--- src/rtl/mem_port_arbiter.sv ---
// Round-robin arbiter and request/acknowledge sequencer for the shared memory port.
// Grants A or B, steers the shared 2:1 muxes and aborts an access after MAX_WAIT cycles.
module mem_port_arbiter #(
    parameter int MAX_WAIT = 15
) (
    input  logic clk,
    input  logic reset_n,
    input  logic req_a,
    input  logic req_b,
    input  logic mem_ack,
    output logic mem_sel,
    output logic mem_req,
    output logic ack_a,
    output logic ack_b,
    output logic err_a,
    output logic err_b,
    output logic busy
);

    typedef enum logic [1:0] {
        IDLE = 2'd0,
        BUSY = 2'd1,
        DONE = 2'd2
    } state_t;

    localparam logic [7:0] LAST_CNT = 8'(MAX_WAIT - 1);

    state_t     state_q, state_d;
    logic       mem_sel_q, mem_sel_d;
    logic       mem_req_q, mem_req_d;
    logic       ack_a_q, ack_a_d;
    logic       ack_b_q, ack_b_d;
    logic       err_a_q, err_a_d;
    logic       err_b_q, err_b_d;
    logic       busy_q, busy_d;
    logic       last_grant_q, last_grant_d;
    logic [7:0] cnt_q, cnt_d;
    logic       winner;

    always_ff @(posedge clk or negedge reset_n) begin
        if (!reset_n) begin
            state_q      <= IDLE;
            mem_sel_q    <= 1'b0;
            mem_req_q    <= 1'b0;
            ack_a_q      <= 1'b0;
            ack_b_q      <= 1'b0;
            err_a_q      <= 1'b0;
            err_b_q      <= 1'b0;
            busy_q       <= 1'b0;
            last_grant_q <= 1'b1;
            cnt_q        <= 8'd0;
        end else begin
            state_q      <= state_d;
            mem_sel_q    <= mem_sel_d;
            mem_req_q    <= mem_req_d;
            ack_a_q      <= ack_a_d;
            ack_b_q      <= ack_b_d;
            err_a_q      <= err_a_d;
            err_b_q      <= err_b_d;
            busy_q       <= busy_d;
            last_grant_q <= last_grant_d;
            cnt_q        <= cnt_d;
        end
    end

    always_comb begin
        state_d      = state_q;
        mem_sel_d    = mem_sel_q;
        mem_req_d    = mem_req_q;
        last_grant_d = last_grant_q;
        cnt_d        = cnt_q;
        ack_a_d      = 1'b0;
        ack_b_d      = 1'b0;
        err_a_d      = 1'b0;
        err_b_d      = 1'b0;
        // On a tie the requester not served last wins; otherwise the lone requester.
        winner       = (req_a && req_b) ? ~last_grant_q : req_b;

        case (state_q)
            IDLE: begin
                if (req_a || req_b) begin
                    mem_sel_d    = winner;
                    mem_req_d    = 1'b1;
                    last_grant_d = winner;
                    cnt_d        = 8'd0;
                    state_d      = BUSY;
                end
            end
            BUSY: begin
                // An acknowledge on the final wait cycle still counts as success.
                if (mem_ack) begin
                    mem_req_d = 1'b0;
                    ack_a_d   = ~mem_sel_q;
                    ack_b_d   = mem_sel_q;
                    state_d   = DONE;
                end else if (cnt_q == LAST_CNT) begin
                    mem_req_d = 1'b0;
                    err_a_d   = ~mem_sel_q;
                    err_b_d   = mem_sel_q;
                    state_d   = DONE;
                end else begin
                    cnt_d = cnt_q + 8'd1;
                end
            end
            DONE: begin
                state_d = IDLE;
            end
            default: begin
                state_d   = IDLE;
                mem_req_d = 1'b0;
            end
        endcase

        busy_d = (state_d != IDLE);
    end

    assign mem_sel = mem_sel_q;
    assign mem_req = mem_req_q;
    assign ack_a   = ack_a_q;
    assign ack_b   = ack_b_q;
    assign err_a   = err_a_q;
    assign err_b   = err_b_q;
    assign busy    = busy_q;

endmodule

--- config.mk ---
export PLATFORM = sky130hd
export DESIGN_NAME = mem_port_arbiter
export DESIGN_NICKNAME = d
export VERILOG_FILES = /design/src/rtl/mem_port_arbiter.sv
export SDC_FILE = /design/constraint.sdc
export NUM_CORES = 1
export LEC_CHECK = 0
export ABC_CLOCK_PERIOD_IN_PS = 1400
export BUFFER_PORTS_ARGS = -buffer_cell sky130_fd_sc_hd__buf_4
export CORE_MARGIN = 2
export CORE_UTILIZATION = 49
export DETAILED_ROUTE_END_ITERATION = 10
export GPL_TIMING_DRIVEN = 0
export PLACE_DENSITY = 0.72
export SLEW_MARGIN = 40
export SYNTH_ARGS = -nofsm -noshare
export SYNTH_HDL_FRONTEND = slang
export SYNTH_SLANG_ARGS = --single-unit
--- constraint.sdc ---
create_clock -name clk -period 1.4 [get_ports clk]
set_input_delay 0.07 -clock clk [delete_from_list [all_inputs] [get_ports clk]]
set_output_delay 0.07 -clock clk [all_outputs]
set_load 0.05 [all_outputs]
**Word level (Yosys, flattened, before mapping)**

Index checks and enable logic that the tools add are counted.

- Bitwise gates (word level): 3
- Add/sub/neg operators: 1
- Reduce and logical (&&, ||, !) cells: 8
- Muxes and demuxes: 23
- Equal/unequal tests: 7

Operator list:

| operator | count |
|---|---|
| $mux W8 | 3 |
| $pmux W8 S2 | 1 |
| $mux W1 | 14 |
| $add A8 B1 Y8 const B | 1 |
| $eq A8 B4 Y1 const B | 1 |
| $mux W2 | 3 |
| $ne A2 B2 Y1 const B | 3 |
| $pmux W2 S2 | 1 |
| $reduce_and A4 Y1 | 1 |
| $reduce_bool A2 Y1 | 2 |
| $ne A3 B3 Y1 const B | 1 |
| $not A1 Y1 | 3 |
| $pmux W1 S3 | 1 |
| $reduce_and A3 Y1 | 1 |
| $eq A2 B1 Y1 const B | 1 |
| $eq A2 B2 Y1 const B | 1 |
| $logic_not A2 Y1 | 1 |
| $reduce_and A2 Y1 | 1 |
| $logic_and A1 B1 Y1 | 1 |
| $logic_or A1 B1 Y1 | 1 |

- Output and inout bits: 7
- Register bits: 18
- Input bits: 5
- Logic and storage cells: 52

**Depth between registers and ports, before layout**

- Depth after elaboration: 5
- Depth in mapped cells: 6
- Gate-level depth less buffers: 6

**Worst setup path after synthesis**

OpenSTA, ideal clock, no wires.

- Path kind: reg-to-reg
- Start point: register cnt_q[0]
- End point: register cnt_q[5]
- Arrival: 1459 ps
- Setup time: 126 ps
- Period minus slack after synthesis: 1585 ps
- Stages on the path, launching flop included: 7
- Setup slack: -185 ps
- Cells stage by stage: dfrtp_1 inv_1 ha_1 inv_1 o41ai_4 nor3_1 a221o_1

- Longest elaborated chain between the ends: 4
- Elaborated cells on any way between the ends: 7
- Classes of those cells: 1 x add/sub; 2 x eq/ne; 3 x mux; 1 x reduce/logical

RTL lines:

| element | line | RTL |
|---|---|---|
| start: declaration | 37 | `logic [7:0] cnt_q, cnt_d;` |
| start signal: assignment | 62 | `cnt_q <= cnt_d;` |
| $add A8 B1 Y8 | 102 | `cnt_d = cnt_q + 8'd1;` |
| $mux W8 | 96 | `end else if (cnt_q == LAST_CNT) begin` |
| $mux W8 | 91 | `if (mem_ack) begin` |
| $pmux W8 S2 | 79 | `case (state_q)` |

Several ways; a longest one is shown, not always the timed one. The select of a mux whose other input is x is not followed.
A chain may end at the register's enable or synchronous reset.

**Worst setup path in the final report**

- Start point: register cnt_q[5]
- End point: register cnt_q[5]

Same word-level chain as after synthesis.

==> impl_metrics.csv <==
group,metric,value,unit
run_status,status,"finished with violations",
run_status,violations,"negative setup slack",
sta,finClkSkew,0.00774,ns
critical_path,crit_family,"compound AO/OA/AOI/OAI gates",
detailed_routing,drc_errors,0,
cts,clock_path_buffers,2,
global_route,grt_max_degree,19,
critical_path,cp-start-kind,"flop",
critical_path,reg2reg_from,"cnt_q[5]$_DFFE_PN0P_",
pwr,ir_drop,1020,µV
hold_path,min_from,"req_b",
detailed_routing,dr_total_vias,769,
sta,worst_slew_pin_slew,0.419,ns
floorplanning,die_h,47.2,µm
sta,period_needed,1.63,ns
critical_path,crit_start,"cnt_q[5]$_DFFE_PN0P_",
global_route,grt_pass1_wl,3100,µm
flow_run,maxCapViolations,0,
detailed_routing,wire_per_inst,15.7,µm
hold_path,whs_path_depth,3,
synthesis,synth_xor_area_frac,0.0191,
detailed_routing,wl_met1,890,µm
hold_path,hold_class,"primary input to flop",
detailed_routing,drtIter0Drc,29,
global_route,first_global_vias,674,
floorplanning,core_region_area,1750,µm²
placed_design,place_congestion,0.775,
critical_path,reg2reg_depth,4,
sta,setup_tns,-1.29,ns
synthesis,synthAdderAreaFrac,0.0273,
synthesis,synth.area.mux_share,0.0123,
critical_path,ff2ff_setup_slack,-0.23,ns
sta,fmax,612,MHz
pwr,power_density,1490,nW/µm²
synthesis,seq_area_frac_synth,0.493,
critical_path,critPathBufInv,0,
detailed_routing,routed_via_density,5.61,
placed_design,hpwlAfterDp,1160,µm
synthesis,synthCells,80,
synthesis,synth_seq_cells,18,
detailed_routing,wl_met3,82,µm
critical_path,path_cells,"nand4bb_4, o41ai_4, nor3_1, a221o_1",
synthesis,async_reset_ff_frac,1.00,
floorplanning,ios,12,
synthesis,yosys.area_share.simple,0.269,
detailed_routing,wirelength,2150,µm
sta,slew_headroom,0.718,
synthesis,synth_edf_count,0,
synthesis,synth_top_family_by_area,"simple AND/OR/NAND/NOR gates",
sta,rsz0062_at_grt,"true",
layout,finish.net_count,120,
critical_path,worstSetupEndpointType,"flop",
sta,drv_slew,0,
critical_path,critPathSlowestCell,"o41ai_4",
placed_design,dp.cells,116,
floorplanning,start_util,0.525,
detailed_routing,highest_layer,"met4",
detailed_routing,ant_nets,0,
critical_path,crit_fanout,5,
detailed_routing,dr_wl_met2,1130,µm
cts,h-tree-depth,1,
layout,final_cells,137,
placed_design,place_ws,-0.288,ns
layout,layout-drive-gt1-share,0.482,
layout,area_growth,40.0,%
sta,fin_crit_sh,1.17,
synthesis,ys.warnings.count,0,
floorplanning,die_w,47.2,µm
cts,clk_latency,0.30,ns
layout,diodes,0,
cts,numCtsBuffers,3,
synthesis,syn_nets,87,
hold_path,min_to,"last_grant_q$_DFFE_PN1P_",
pwr,leakagePower,0.580,nW
sta,setup_violations,10,
critical_path,cp.required,1.59,ns
cts,cts-root-buf,"clkbuf_4",
global_route,grt_overflow_total,0,
floorplanning,rows,15,
detailed_routing,dr.pass1.iters,4,
layout,fillers,126,
critical_path,max_stage_delay,0.49,ns
sta,fin_ws,-0.234,ns
global_route,grt_antenna_before_repair,0,
cts,cts_tree,"yes",
synthesis,synth-main-ff-cell,"dfrtp_1",
synthesis,synth.distinct_cells,33,
placed_design,port_buffers,11,
critical_path,critPathArrivalTime,1.83,ns
global_route,globalRouteTotalUtil,0.203,
layout,final_core_util,0.735,
synthesis,synth_compound_area_frac,0.167,
synthesis,syn_avg_cell_area,11.4,µm²
synthesis,syn_area,916,µm²
floorplanning,dieArea,2230,µm²
critical_path,critical_path_class,"flop to flop",
critical_path,regToRegEndpoint,"cnt_q[5]$_DFFE_PN0P_",
cts,clock-sinks,18,
cts,cts.clk_slew.worst_paths,0.11,ns
pwr,power,1.91,mW
sta,hold_violations,0,
## metrics by stage
stage	hold slack [ns]	instance area [µm²]
floorplan	-0.226	921
global placement	-0.0526	1030
detailed placement	-0.0507	1030
CTS	0.0384	1180
global route	0.0465	1280
finish	0.0333	1280
## placed cells by master, fill, tap and decap left out, drive strengths merged, types with 2 or more instances in the layout
cell	n
a21o	3
a22o	3
and3	2
buf	27
clkbuf	4
dfrtp	17
ha	2
inv	3
nand2	8
nand3	3
nand4bb	2
nor2	9
nor3	6
nor3b	3
o211ai	2
o21ai	2
xor2	2
## sequential cells by signal, summed over array words and instances (netlist names)
name,cells
err_b,1
ack_a,1
cnt_q,8
busy,1
mem_req,1
last_grant_q,1
mem_sel,1
ack_b,1
state_q,2
err_a,1
## kinds of logic after synthesis
group	count (synthesis)
mux	1
fa+ha+maj	2
buf+inv	3
compound gates	16
simple gates	38
flops	18
xor+xnor	2
## Yosys cell counts (2+ instances only)
master,n,share of area
a21o_1,3,0.025
a22o_1,3,0.029
nand2_1,7,0.029
nor3_1,6,0.033
ha_1,2,0.027
nor3b_1,2,0.016
and3_1,2,0.014
dfrtp_1,17,0.46
nand3_1,3,0.016
nor2_1,8,0.033
inv_1,3,0.012
xor2_1,2,0.019
o211ai_1,2,0.016
## power breakdown
| part | internal (mW) | total, mW | switching, mW |
|---|---|---|---|
| Sequential | 0.635 | 0.758 | 0.123 |
| Clock | 0.159 | 0.332 | 0.174 |
| Combinational | 0.353 | 0.818 | 0.465 |
## metal layers
metal,global-route usage,vias to the layer above
met5,0,-
met2,0.311,30
li1,-,360
met1,0.269,373
met3,0.0500,6
met4,0.0944,0
## repair_timing
action / CTS / global route
setup endpoints to repair: 10 / 13
resized for setup: 11 / 9
hold buffers: 1 / 0
hold endpoints to repair: 18 / 0
pin swaps: 4 / 6
setup buffers: 8 / 8
## cell type report
class | instances | area, µm² | share of cell area
inverter | 3 | 13.8 | 0.0107
clock buffer | 4 | 36.3 | 0.0283
tap | 25 | 31.3 | 0.0244
multi-input combinational | 59 | 528 | 0.412
timing repair buffer | 28 | 216 | 0.169
sequential | 18 | 457 | 0.356
## how the worst max path moves through the flow
stage               cells after the start                   end
floorplan                               4  cnt_q[5]$_DFFE_PN0P_
global placement                        4  cnt_q[5]$_DFFE_PN0P_
detailed placement                      4  cnt_q[5]$_DFFE_PN0P_
CTS                                     7  cnt_q[3]$_DFFE_PN0P_
global route                            5  cnt_q[2]$_DFFE_PN0P_
finish                                  4  cnt_q[5]$_DFFE_PN0P_
## tightest hold or removal path: stages
cell and delay, ns:
buf_4 0.12, nand2_1 0.06, o21ai_0 0.08
(Power assumes the default switching activity.)
